### config.mk
export PLATFORM = sky130hd
export DESIGN_NAME = ram_port_initiator
export DESIGN_NICKNAME = d
export VERILOG_FILES = /design/src/rtl/ram_port_initiator.sv
export SDC_FILE = /design/constraint.sdc
export NUM_CORES = 1
export LEC_CHECK = 0
export BUFFER_PORTS_ARGS = -buffer_cell sky130_fd_sc_hd__clkbuf_2
export CORE_MARGIN = 3
export CORE_UTILIZATION = 53
export CTS_CLUSTER_SIZE = 20
export DETAILED_ROUTE_END_ITERATION = 10
export PLACE_DENSITY = 0.95
export SETUP_SLACK_MARGIN = 0.2
export SYNTH_ARGS = -nofsm -noshare
export SYNTH_HDL_FRONTEND = slang
export SYNTH_SLANG_ARGS = --single-unit
### constraint.sdc
create_clock -name clk_i -period 4.4 [get_ports clk_i]
set_input_delay 0.44 -clock clk_i [delete_from_list [all_inputs] [get_ports clk_i]]
set_output_delay 0.44 -clock clk_i [all_outputs]
set_load 0.005 [all_outputs]
### src/rtl/ram_port_initiator.sv
// ---------------------------------------------------------------------------
// ram_port_initiator
//
// Front end for a single-port RAM with a one-cycle read latency.
//
// After reset the block can optionally zero-fill the whole RAM (CLEAR).
// It then passes a valid/ready command stream straight onto the RAM port
// (RUN). Read data comes back through a response channel with its own
// valid/ready handshake.
//
// Read data is either forwarded directly from the RAM (bypass) or parked in
// a two-entry FIFO when the consumer stalls. Command acceptance is throttled
// so the number of outstanding reads never exceeds the FIFO capacity. This
// keeps the response path lossless without needing to stall the RAM.
//
// Ports
//   clk_i, rst_ni        clock, asynchronous active-low reset
//   req_valid_i/ready_o  command handshake
//   req_write_i          1 = write, 0 = read
//   req_addr_i           word address (AW bits)
//   req_wdata_i          write data (Width bits)
//   req_wmask_i          per-lane write enables (MW bits)
//   rsp_valid_o/ready_i  read response handshake
//   rsp_rdata_o          read response data
//   ram_req_o            RAM access strobe
//   ram_write_o          RAM write strobe
//   ram_addr_o           RAM address
//   ram_wdata_o          RAM write data
//   ram_wmask_o          RAM lane write enables
//   ram_rdata_i          RAM read data, valid one cycle after a read
//   init_done_o          high once the RAM is ready for commands
// ---------------------------------------------------------------------------
module ram_port_initiator #(
    parameter int unsigned Width           = 32,
    parameter int unsigned Depth           = 1024,
    parameter int unsigned DataBitsPerMask = 8,
    parameter bit          ClearOnReset    = 1'b1,
    // Derived widths; Width must be a whole number of mask lanes.
    localparam int unsigned AW             = $clog2(Depth),
    localparam int unsigned MW             = Width / DataBitsPerMask
) (
    input  logic             clk_i,
    input  logic             rst_ni,

    input  logic             req_valid_i,
    output logic             req_ready_o,
    input  logic             req_write_i,
    input  logic [AW-1:0]    req_addr_i,
    input  logic [Width-1:0] req_wdata_i,
    input  logic [MW-1:0]    req_wmask_i,

    output logic             rsp_valid_o,
    input  logic             rsp_ready_i,
    output logic [Width-1:0] rsp_rdata_o,

    output logic             ram_req_o,
    output logic             ram_write_o,
    output logic [AW-1:0]    ram_addr_o,
    output logic [Width-1:0] ram_wdata_o,
    output logic [MW-1:0]    ram_wmask_o,
    input  logic [Width-1:0] ram_rdata_i,

    output logic             init_done_o
);

    typedef enum logic {
        ST_CLEAR = 1'b0,
        ST_RUN   = 1'b1
    } state_e;

    localparam logic [AW-1:0] LastAddr = AW'(Depth - 1);

    // ------------------------------------------------------------------
    // State
    // ------------------------------------------------------------------
    state_e           state_q,      state_d;
    logic [AW-1:0]    clr_cnt_q,    clr_cnt_d;
    logic             inflight_q,   inflight_d;
    logic [1:0]       fifo_count_q, fifo_count_d;
    logic             wr_ptr_q,     wr_ptr_d;
    logic             rd_ptr_q,     rd_ptr_d;
    logic [Width-1:0] fifo_mem_q [2];
    logic [Width-1:0] fifo_mem_d [2];

    // ------------------------------------------------------------------
    // Handshake and occupancy
    // ------------------------------------------------------------------
    logic       run;
    logic [1:0] occupancy;
    logic       req_fire;
    logic       rd_fire;
    logic       fifo_empty;
    logic       pop;
    logic       pop_fifo;
    logic       push;

    // The reset input gates the outward strobes. This keeps them quiet for
    // the whole time reset is held, whatever state the FSM resets into.
    assign run        = rst_ni && (state_q == ST_RUN);
    assign occupancy  = {1'b0, inflight_q} + fifo_count_q;
    assign req_ready_o = run && (occupancy < 2'd2);
    assign req_fire   = req_valid_i && req_ready_o;
    assign rd_fire    = req_fire && !req_write_i;
    assign init_done_o = run;

    assign fifo_empty  = (fifo_count_q == 2'd0);
    assign rsp_valid_o = inflight_q || !fifo_empty;
    assign pop         = rsp_valid_o && rsp_ready_i;
    assign pop_fifo    = pop && !fifo_empty;
    // Returning RAM data is parked unless the consumer takes it straight
    // off the bypass. That is only possible when nothing older is queued.
    assign push        = inflight_q && !(pop && fifo_empty);

    // Older queued data always wins over the bypass, which keeps order.
    // With nothing outstanding the output is held at zero, so the RAM's
    // idle read bus never leaks out.
    always_comb begin
        rsp_rdata_o = '0;
        if (!fifo_empty) begin
            rsp_rdata_o = fifo_mem_q[rd_ptr_q];
        end else if (inflight_q) begin
            rsp_rdata_o = ram_rdata_i;
        end
    end

    // ------------------------------------------------------------------
    // RAM port mux: the clear engine owns the port in CLEAR; in RUN the
    // command passes through with no added latency.
    // ------------------------------------------------------------------
    always_comb begin
        ram_req_o   = 1'b0;
        ram_write_o = 1'b0;
        ram_addr_o  = '0;
        ram_wdata_o = '0;
        ram_wmask_o = '0;
        if (state_q == ST_CLEAR) begin
            ram_req_o   = rst_ni;
            ram_write_o = 1'b1;
            ram_addr_o  = clr_cnt_q;
            ram_wdata_o = '0;
            ram_wmask_o = '1;
        end else begin
            ram_req_o   = req_fire;
            ram_write_o = req_write_i;
            ram_addr_o  = req_addr_i;
            ram_wdata_o = req_wdata_i;
            ram_wmask_o = req_wmask_i;
        end
    end

    // ------------------------------------------------------------------
    // Next-state logic
    // ------------------------------------------------------------------
    always_comb begin
        state_d   = state_q;
        clr_cnt_d = clr_cnt_q;
        if (state_q == ST_CLEAR) begin
            clr_cnt_d = clr_cnt_q + 1'b1;
            // The edge that writes the last word also hands over to RUN.
            if (clr_cnt_q == LastAddr) begin
                state_d   = ST_RUN;
                clr_cnt_d = '0;
            end
        end
    end

    always_comb begin
        // A read is in flight for exactly the cycle after its acceptance.
        inflight_d   = rd_fire;
        wr_ptr_d     = wr_ptr_q ^ push;
        rd_ptr_d     = rd_ptr_q ^ pop_fifo;
        fifo_count_d = fifo_count_q + {1'b0, push} - {1'b0, pop_fifo};
        fifo_mem_d   = fifo_mem_q;
        if (push) begin
            fifo_mem_d[wr_ptr_q] = ram_rdata_i;
        end
    end

    // ------------------------------------------------------------------
    // Registers
    // ------------------------------------------------------------------
    always_ff @(posedge clk_i or negedge rst_ni) begin
        if (!rst_ni) begin
            state_q      <= ClearOnReset ? ST_CLEAR : ST_RUN;
            clr_cnt_q    <= '0;
            inflight_q   <= 1'b0;
            fifo_count_q <= 2'd0;
            wr_ptr_q     <= 1'b0;
            rd_ptr_q     <= 1'b0;
        end else begin
            state_q      <= state_d;
            clr_cnt_q    <= clr_cnt_d;
            inflight_q   <= inflight_d;
            fifo_count_q <= fifo_count_d;
            wr_ptr_q     <= wr_ptr_d;
            rd_ptr_q     <= rd_ptr_d;
        end
    end

    for (genvar gi = 0; gi < 2; gi++) begin : g_fifo_entry
        always_ff @(posedge clk_i or negedge rst_ni) begin
            if (!rst_ni) begin
                fifo_mem_q[gi] <= '0;
            end else begin
                fifo_mem_q[gi] <= fifo_mem_d[gi];
            end
        end
    end

endmodule

Word level (Yosys, flattened, before mapping). Index checks and enable logic that the tools add are counted.

Muxes and demuxes: 16. Add/sub/neg operators: 4. Shift operators: 0. Magnitude comparators: 4. Bitwise operators: 4. Reduce and logical (&&, ||, !) cells: 14. Eq/ne operators: 1. Div/mod/pow operators: 0. Multipliers: 0.

Operators with widths (count): two-way mux 32 bit (7); bitwise mux 64 bit (1); demux 32 bit (select 1 bit) (1); two-way mux 10 bit (2); adder 10 x 1 -> 10 bit, second input constant (1); == test 10 bit, second input constant (1); logical AND 1 bit (9); >= comparator 2 bit, second input constant (2); two-way mux 1 bit (4); two-way mux 4 bit (1); NOT 1 -> 2 bit (2); logical NOT 1 bit (3); adder 1 x 2 -> 2 bit (1); adder 2 x 1 -> 2 bit (1); logical NOT 2 bit (1); < comparator 2 x 1 -> 1 bit, second input constant (1); < comparator 2 bit, second input constant (1); subtractor 2 x 1 -> 2 bit (1); bitwise XOR 1 bit (2); logical OR 1 bit (1).

Word-level logic and storage cells: 51. Bits in read-only memories: 0. Output and inout port bits: 83. Bits in writable memories: 0. Input bits: 83. Bits in latches: 0. Memories: 0. Register bits after elaboration: 80.

Depth between registers and ports, before layout. Gate-level depths: netlist of run 1.

Word-level depth: 9. Mapped depth: 9. Mapped depth without buffers: 8.

Least setup slack after synthesis of run 1. OpenSTA, ideal clock, no wires.

Kind: register to register. From: register fifo_count_q[1]. To: register fifo_mem_q[50] (netlist bit). Required time: 4.272 ns. Stages on the path, launching flop included: 9. Clock period less this slack: 1.868 ns. Setup time: 0.128 ns. Data arrival time: 1.740 ns. Path slack: 2.532 ns. Path buffers: 3. Path through: dfrtp_1 nor2_1 buf_2 nand2_1 and2_1 ha_1 clkbuf_1 buf_2 mux2_1.

Word-level cells in the longest chain between the ends: 7.

Ends and longest elaborated chain: start, declared (line 79) `logic [1:0] fifo_count_q, fifo_count_d;`; start signal, assigned (line 194) `fifo_count_q <= fifo_count_d;`; logical NOT 2 bit * (line 106) `assign fifo_empty = (fifo_count_q == 2'd0);`; logical NOT 1 bit; logical OR 1 bit (line 107) `assign rsp_valid_o = inflight_q || !fifo_empty;`; logical AND 1 bit (line 108) `assign pop = rsp_valid_o && rsp_ready_i;`; logical AND 1 bit * (line 112) `assign push = inflight_q && !(pop && fifo_empty);`; logical NOT 1 bit * (line 112); logical AND 1 bit * (line 112); end signal, assigned by index (line 205) `fifo_mem_q[gi] <= fifo_mem_d[gi];`; end, declared (line 82) `logic [Width-1:0] fifo_mem_q [2];`.

Mark *: on every way between the ends. The rest lies on a longest branch, timed or not. A chain may end at the register's enable or synchronous reset.

Worst setup path after layout of run 1.
From: register rd_ptr_q. To: output port rsp_rdata_o[13].

Word-level cells in the longest chain between the ends: 5.

Ends and longest elaborated chain: start, declared (line 81) `logic rd_ptr_q, rd_ptr_d;`; start signal, assigned (line 196) `rd_ptr_q <= rd_ptr_d;`; NOT 1 -> 2 bit (not written as such) (line 120) `rsp_rdata_o = fifo_mem_q[rd_ptr_q];`; two-way mux 32 bit (not written as such) (3 in series) (line 120); two-way mux 32 bit (line 119) `if (!fifo_empty) begin`; end, declared (line 54) `output logic [Width-1:0] rsp_rdata_o,`.

No other way between the ends. The select of a mux whose other input is x is not followed.

==> flow_metrics.tcl, run 1 <==
set metrics [dict create \
    cts_buffers 9 \
    initial_core_util 0.550 \
    fp.dieW_um 95.8 \
    drt_wl_total_um 10600 \
    place_ws_ns 2.18 \
    synth_compound_area_frac 0.0528 \
    drive_gt1_frac 0.480 \
    reg2reg_slack_ns 2.17 \
    vias 3487 \
    synthMuxAreaShare 0.262 \
    reg2reg_depth 8 \
    outcome "complete, no violations" \
    drt_iter0_drc 121 \
    synth.avg_cell_area_um2 11.1 \
    num-nets-final 625 \
    path_max_fanout 33 \
    wire_per_inst_um 16.4 \
    p_leak_nw 2.85 \
    hold_violations 0 \
    synth_edf_count 0 \
    synth_ff_type "dfrtp_1" \
    cts_resized 0 \
    rsz0062_at_grt "false" \
    critPathBufInv 1 \
    critical_path_depth 3 \
    vias_per_cell 5.41 \
    synth_top_family_by_area "multiplexers" \
    dp_hpwl_um 7560 \
    powerDensity_nw_per_um2 312 \
    slew_headroom 0.335 \
    syn2layout_area_growth_pct 25.2 \
    grt_pass1_wl_um 16500 \
    port_buffers 165 \
    antenna_left 0 \
    drt-pass1-iter-count 5 \
    synthSimpleGateAreaFrac 0.149 \
    fill_cells 585 \
    crit_arrival_ns 1.99 \
    cts_hold_buf 0 \
    synth_cells 385 \
    hp-start "req_write_i" \
    num_rows 32 \
    worstHoldPathType "in -> reg" \
    cpPeakStageDelay_ns 1.03 \
    mappedNetlistNets 473 \
    clk_pin_slew_worst_paths_ns 0.08 \
    crit_path_top_delay_cell "dfrtp_2" \
    fp.dieH_um 95.8 \
    p_seq_frac 0.508 \
    setup_viol 0 \
    p_int_mw 1.17 \
    setup_tns_ns 0 \
    critPathTopFamily "flip-flops" \
    comb_power_share 0.165 \
    route.detailed.drc 0 \
    worst_pin_slew_ns 0.998 \
    synth_xor_area_frac 0.0164 \
    hold_slack_ns 0.273 \
    period_minus_slack_ns 2.43 \
    antenna_cells 0 \
    total_power_mw 1.66 \
    switching_share 0.296 \
    max_freq_mhz 412 \
    start_kind "flop" \
    finClkSkew_ns 0.0108 \
    netlist_area_um2 4270 \
    synth_warnings 0 \
    synth_seq_area_share 0.469 \
    io_pins 166 \
    post-cts-setup-buffers 0 \
    clkPwrFrac 0.327 \
    h-tree-depth 3 \
    hold_end "inflight_q" \
    async_reset_ff_frac 1.00 \
    grt_start_max_net_pins 81 \
    slew_violations 0 \
    drv_cap 0 \
    synthAdderAreaFrac 0.0147 \
    fin_ws_ns 1.97 \
    core-area_um2 7770 \
    clock_sinks 80 \
    r2r_end "fifo_count_q[1]" \
    synth_seq_cells 80 \
    postLayoutCoreUtil 0.688 \
    antenna_found_initial 0 \
    cts-root-buf "clkbuf_8" \
    grt_overflow 0 \
    cp.required_ns 3.96 \
    die_area_um2 9170 \
    switchingPower_uw 493 \
    grt_pass1_vias 3548 \
    period_share 0.552 \
    ys_types 35 \
    cts_tree "yes" \
    cp_cell_sequence "mux2i_1 > o21ai_0 > clkbuf_2" \
    clkLatencyLatePin_ns 0.35 \
    crit_type "reg -> out" \
    rr_startpoint "fifo_count_q[1]" \
    end_kind "primary output" \
    track_usage 0.237 \
    min_path_cells 2 \
    gp_congestion 0.877 \
    cts_buffer_depth 2 \
    peakVddDrop_mv 0.232 \
]
==> kinds of logic (layout without fill, tap and decap cells) <==
group,Yosys count,after routing
buf+inv,35,192
mux,103,103
compound gates,42,42
xor+xnor,8,8
simple gates,112,112
fa+ha+maj,5,5
flops,80,80
==> cell usage after synthesis, drive strengths merged, types with 2 or more instances <==
cell	instances	area, um2
nand3	38	195
ha	5	62.6
nand2b	8	50.1
nand3b	2	27.5
o21ai	37	185
nand4	2	18.8
nand2	11	41.3
and2	33	206
buf	17	83.8
nor3	4	20.0
inv	6	22.5
or3	2	12.5
clkbuf	12	45.0
mux2	71	800
nor2	5	18.8
xor2	4	35.0
or2	2	12.5
xnor2	4	35.0
mux2i	32	320
dfrtp	80	2000
==> state kept, by name, indices dropped and copies added (netlist names) <==
register	flops
inflight_q	1
fifo_count_q	2
state_q	1
rd_ptr_q	1
fifo_mem_q	64
wr_ptr_q	1
clr_cnt_q	10
==> power by group through the flow <==
stage	registers (mW)	logic [mW]	clock network [mW]
floorplan	0.774	0.247	0
global placement	0.859	0.260	0
detailed placement	0.862	0.275	0
CTS	0.846	0.275	0.550
global route	0.852	0.296	0.579
finish	0.846	0.275	0.544
==> how the worst max path moves through the flow <==
stage	start	to	slack, ns
detailed placement	fifo_count_q[1]	fifo_count_q[1]	2.18
CTS	rd_ptr_q	rsp_rdata_o[13]	1.95
floorplan	fifo_count_q[1]	fifo_mem_q[50]	2.53
global placement	fifo_count_q[1]	fifo_count_q[1]	2.35
global route	rd_ptr_q	rsp_rdata_o[8]	1.84
finish	rd_ptr_q	rsp_rdata_o[13]	1.97
==> placed cells by master (no fill, tap or decap), types with 2 or more instances in the layout <==
master    count
and2_1       33
buf_4         6
clkbuf_1      2
clkbuf_2    164
clkbuf_8     11
clkinv_2      2
dfrtp_1      79
ha_1          4
inv_1         6
mux2_1        4
mux2_2       67
mux2i_1      32
nand2_1      11
nand2b_1      8
nand3_1      37
nor2_1        4
nor3_1        4
o21ai_0      37
or2_2         2
or3_1         2
xnor2_1       4
xor2_1        4
==> metrics by stage <==
stage	std cells	cell area (um2)
2_1_floorplan	385	4270
3_3_place_gp	628	5140
3_5_place_dp	628	5140
4_1_cts	644	5340
5_1_grt	644	5340
6_report	644	5340
==> layer usage <==
metal / wire length (um) / part of all wire / up-vias / track usage
met3: 606 / 0.057 / 17 / 0.0555
met1: 4230 / 0.40 / 1690 / 0.266
li1: - / - / 1655 / -
met5: 0 / 0 / - / 0
met2: 5570 / 0.53 / 125 / 0.440
met4: 152 / 0.014 / 0 / 0.0758
==> cell type report <==
type,count,area [um2],area share
clock inverter,3,40.0,0.00749
sequential,80,2000,0.375
tap,102,128,0.0239
inverter,6,22.5,0.00421
clock buffer,13,159,0.0297
timing repair buffer,170,866,0.162
multi-input combinational,270,2130,0.398
No activity file was read; power rests on OpenSTA's default activity.
==> run 2: changes to the inputs <==
ABC_AREA = 1   (was not set)
CORE_UTILIZATION = 45   (was 53)
PLACE_DENSITY = 0.89   (was 0.95)
clock period = 2.07 ns   (was 4.4 ns; I/O delays follow)
==> flow_metrics.tcl, run 2 <==
set metrics [dict create \
    seq_area_um2 2010 \
    synth_area_leader_cell "dfrtp_1" \
    track_usage 0.207 \
    antenna_cells 0 \
    port_buffers 165 \
    ys_types 26 \
    route.detailed.drc 0 \
    grt_overflow 0 \
    synth_seq_cells 80 \
    finClkSkew_ns 0.0106 \
    cp-endpoint "rsp_rdata_o[7]" \
    path_max_fanout 38 \
    grt_pass1_wl_um 18500 \
    max_freq_mhz 567 \
    vias 4069 \
    drt-pass1-iter-count 4 \
    grt_pass1_vias 3954 \
    start_kind "flop" \
    synth_top_family_by_area "simple AND/OR/NAND/NOR gates" \
    final_cell_mix "clkbuf_2 (164), nand2_1 (137), o21ai_0 (91), inv_1 (84), dfrtp_1 (77)" \
    synth_ff_type "dfrtp_1" \
    top_regs "fifo_mem_q (64), clr_cnt_q (10), fifo_count_q (2)" \
    cp.required_ns 1.86 \
    slew_violations 0 \
    period_minus_slack_ns 1.76 \
    peakVddDrop_mv 0.422 \
    clock_sinks 80 \
    yosys-top-cells-count "nand2_1 (137), o21ai_0 (91), inv_1 (84)" \
    end_kind "primary output" \
    worstHoldPathType "in -> reg" \
    drt_wl_total_um 11300 \
    setup_tns_ns 0 \
    yosysMostFrequentCell "nand2_1" \
    final_common_cell "clkbuf_2" \
    synth_cells 555 \
    setup_viol 0 \
    num_rows 35 \
    antenna_left 0 \
    powerDensity_nw_per_um2 790 \
    crit_arrival_ns 1.56 \
    slew_headroom 0.336 \
    fp.dieH_um 105 \
    max_flop_register "fifo_mem_q" \
    antenna_found_initial 0 \
    cts-root-buf "clkbuf_8" \
    reg2reg_slack_ns 0.33 \
    multiInputGateArea_um2 1880 \
    initial_core_util 0.471 \
    rr_startpoint "fifo_count_q[0]" \
    clk_pin_slew_worst_paths_ns 0.08 \
    synthMuxAreaShare 0.0816 \
    synth_seq_area_share 0.453 \
    cts_buffers 9 \
    r2r_end "fifo_count_q[1]" \
    worst_pin_slew_ns 0.996 \
    syn2layout_area_growth_pct 26.7 \
    vias_per_cell 4.83 \
    drv_cap 0 \
    core-area_um2 9370 \
    async_reset_ff_frac 1.00 \
    synth_compound_area_frac 0.120 \
    drt_iter0_drc 170 \
    synthSimpleGateAreaFrac 0.193 \
    cts_tree "yes" \
    cts_buffer_depth 2 \
    gp_congestion 0.863 \
    crit_type "reg -> out" \
    p_leak_nw 3.12 \
    synthAdderAreaFrac 0.0142 \
    h-tree-depth 3 \
    fp.dieW_um 105 \
    synth.avg_cell_area_um2 7.96 \
    synth_warnings 0 \
    die_area_um2 11000 \
    ys_top_cells_by_area "dfrtp_1 (45%), nand2_1 (12%), o21ai_0 (10%)" \
    rsz0062_at_grt "true" \
    io_pins 166 \
    grt_start_max_net_pins 81 \
    dp_hpwl_um 8290 \
    wire_per_inst_um 13.4 \
    clkLatencyLatePin_ns 0.35 \
    period_share 0.852 \
    crit_start "fifo_count_q[0]" \
    reg2reg_depth 8 \
    synth_edf_count 0 \
    postLayoutCoreUtil 0.597 \
    place_ws_ns 0.350 \
    netlist_area_um2 4420 \
    total_power_mw 4.42 \
    largest_register_ff_count 64 \
    synth_xor_area_frac 0.0159 \
    mappedNetlistNets 643 \
    num-nets-final 796 \
    synth_top_cell_area_share 0.453 \
    drive_gt1_frac 0.334 \
    outcome "complete, no violations" \
    hold_violations 0 \
    fin_ws_ns 0.307 \
    fill_cells 871 \
]
## run 2: routing by layer
layer | part of all wire | track usage | wire (um) | vias to the layer above
met5 | 0 | 0 | 0 | -
met4 | 0.020 | 0.0740 | 227 | 0
met3 | 0.069 | 0.0482 | 775 | 17
met2 | 0.51 | 0.371 | 5740 | 160
met1 | 0.40 | 0.239 | 4520 | 1840
li1 | - | - | - | 2052
## run 2: timing repair
action / 4_1_cts / 5_1_grt
gates resized for setup: 5 / 8
hold buffers: 0 / 0
setup buffers: 0 / 3
gates cloned: 0 / 1
setup endpoints to repair: 19 / 27
## run 2: cell families after synthesis
logic type / Yosys count
AND/OR/NAND/NOR: 203
adder cells (fa/ha/maj): 5
XOR/XNOR: 8
buffers and inverters: 122
flip-flops: 80
AO/OA/AOI/OAI: 105
multiplexers: 32
## run 2: worst max-delay path, stage by stage, from the launching register on
cell      delay (ns)
dfrtp_1         0.45
nor2_4          0.17
buf_8           0.23
nand3_1         0.09
o21ai_0         0.11
clkbuf_2        0.15
## run 2: how the worst min path moves through the flow
| stage | from | endpoint | slack [ns] | cells after the start |
|---|---|---|---|---|
| 2_1_floorplan | rst_ni | clr_cnt_q[0] | -0.09 | 0 |
| 3_3_place_gp | req_write_i | inflight_q | 0.40 | 2 |
| 3_5_place_dp | req_write_i | inflight_q | 0.39 | 2 |
| 4_1_cts | req_write_i | inflight_q | 0.02 | 2 |
| 5_1_grt | req_write_i | inflight_q | 0.03 | 2 |
| 6_report | req_write_i | inflight_q | 0.04 | 2 |
## run 2: stage by stage
step / cells / area (um2) / hold WS (ns)
6_report: 842 / 5600 / 0.0351
5_1_grt: 842 / 5600 / 0.0307
4_1_cts: 838 / 5530 / 0.0170
3_5_place_dp: 822 / 5290 / 0.393
3_3_place_gp: 822 / 5290 / 0.399
2_1_floorplan: 555 / 4420 / -0.0886
## run 2: layout make-up
type | instances | area share
inverter | 86 | 0.0581
sequential | 80 | 0.358
tap | 129 | 0.0288
clock inverter | 6 | 0.0165
clock buffer | 10 | 0.0228
multi-input combinational | 353 | 0.336
timing repair buffer | 178 | 0.179
## run 2: power breakdown
group | switching [mW] | internal (mW)
Sequential | 0.0423 | 1.60
Clock | 0.581 | 0.686
Combinational | 0.861 | 0.654
Total | 1.48 | 2.94
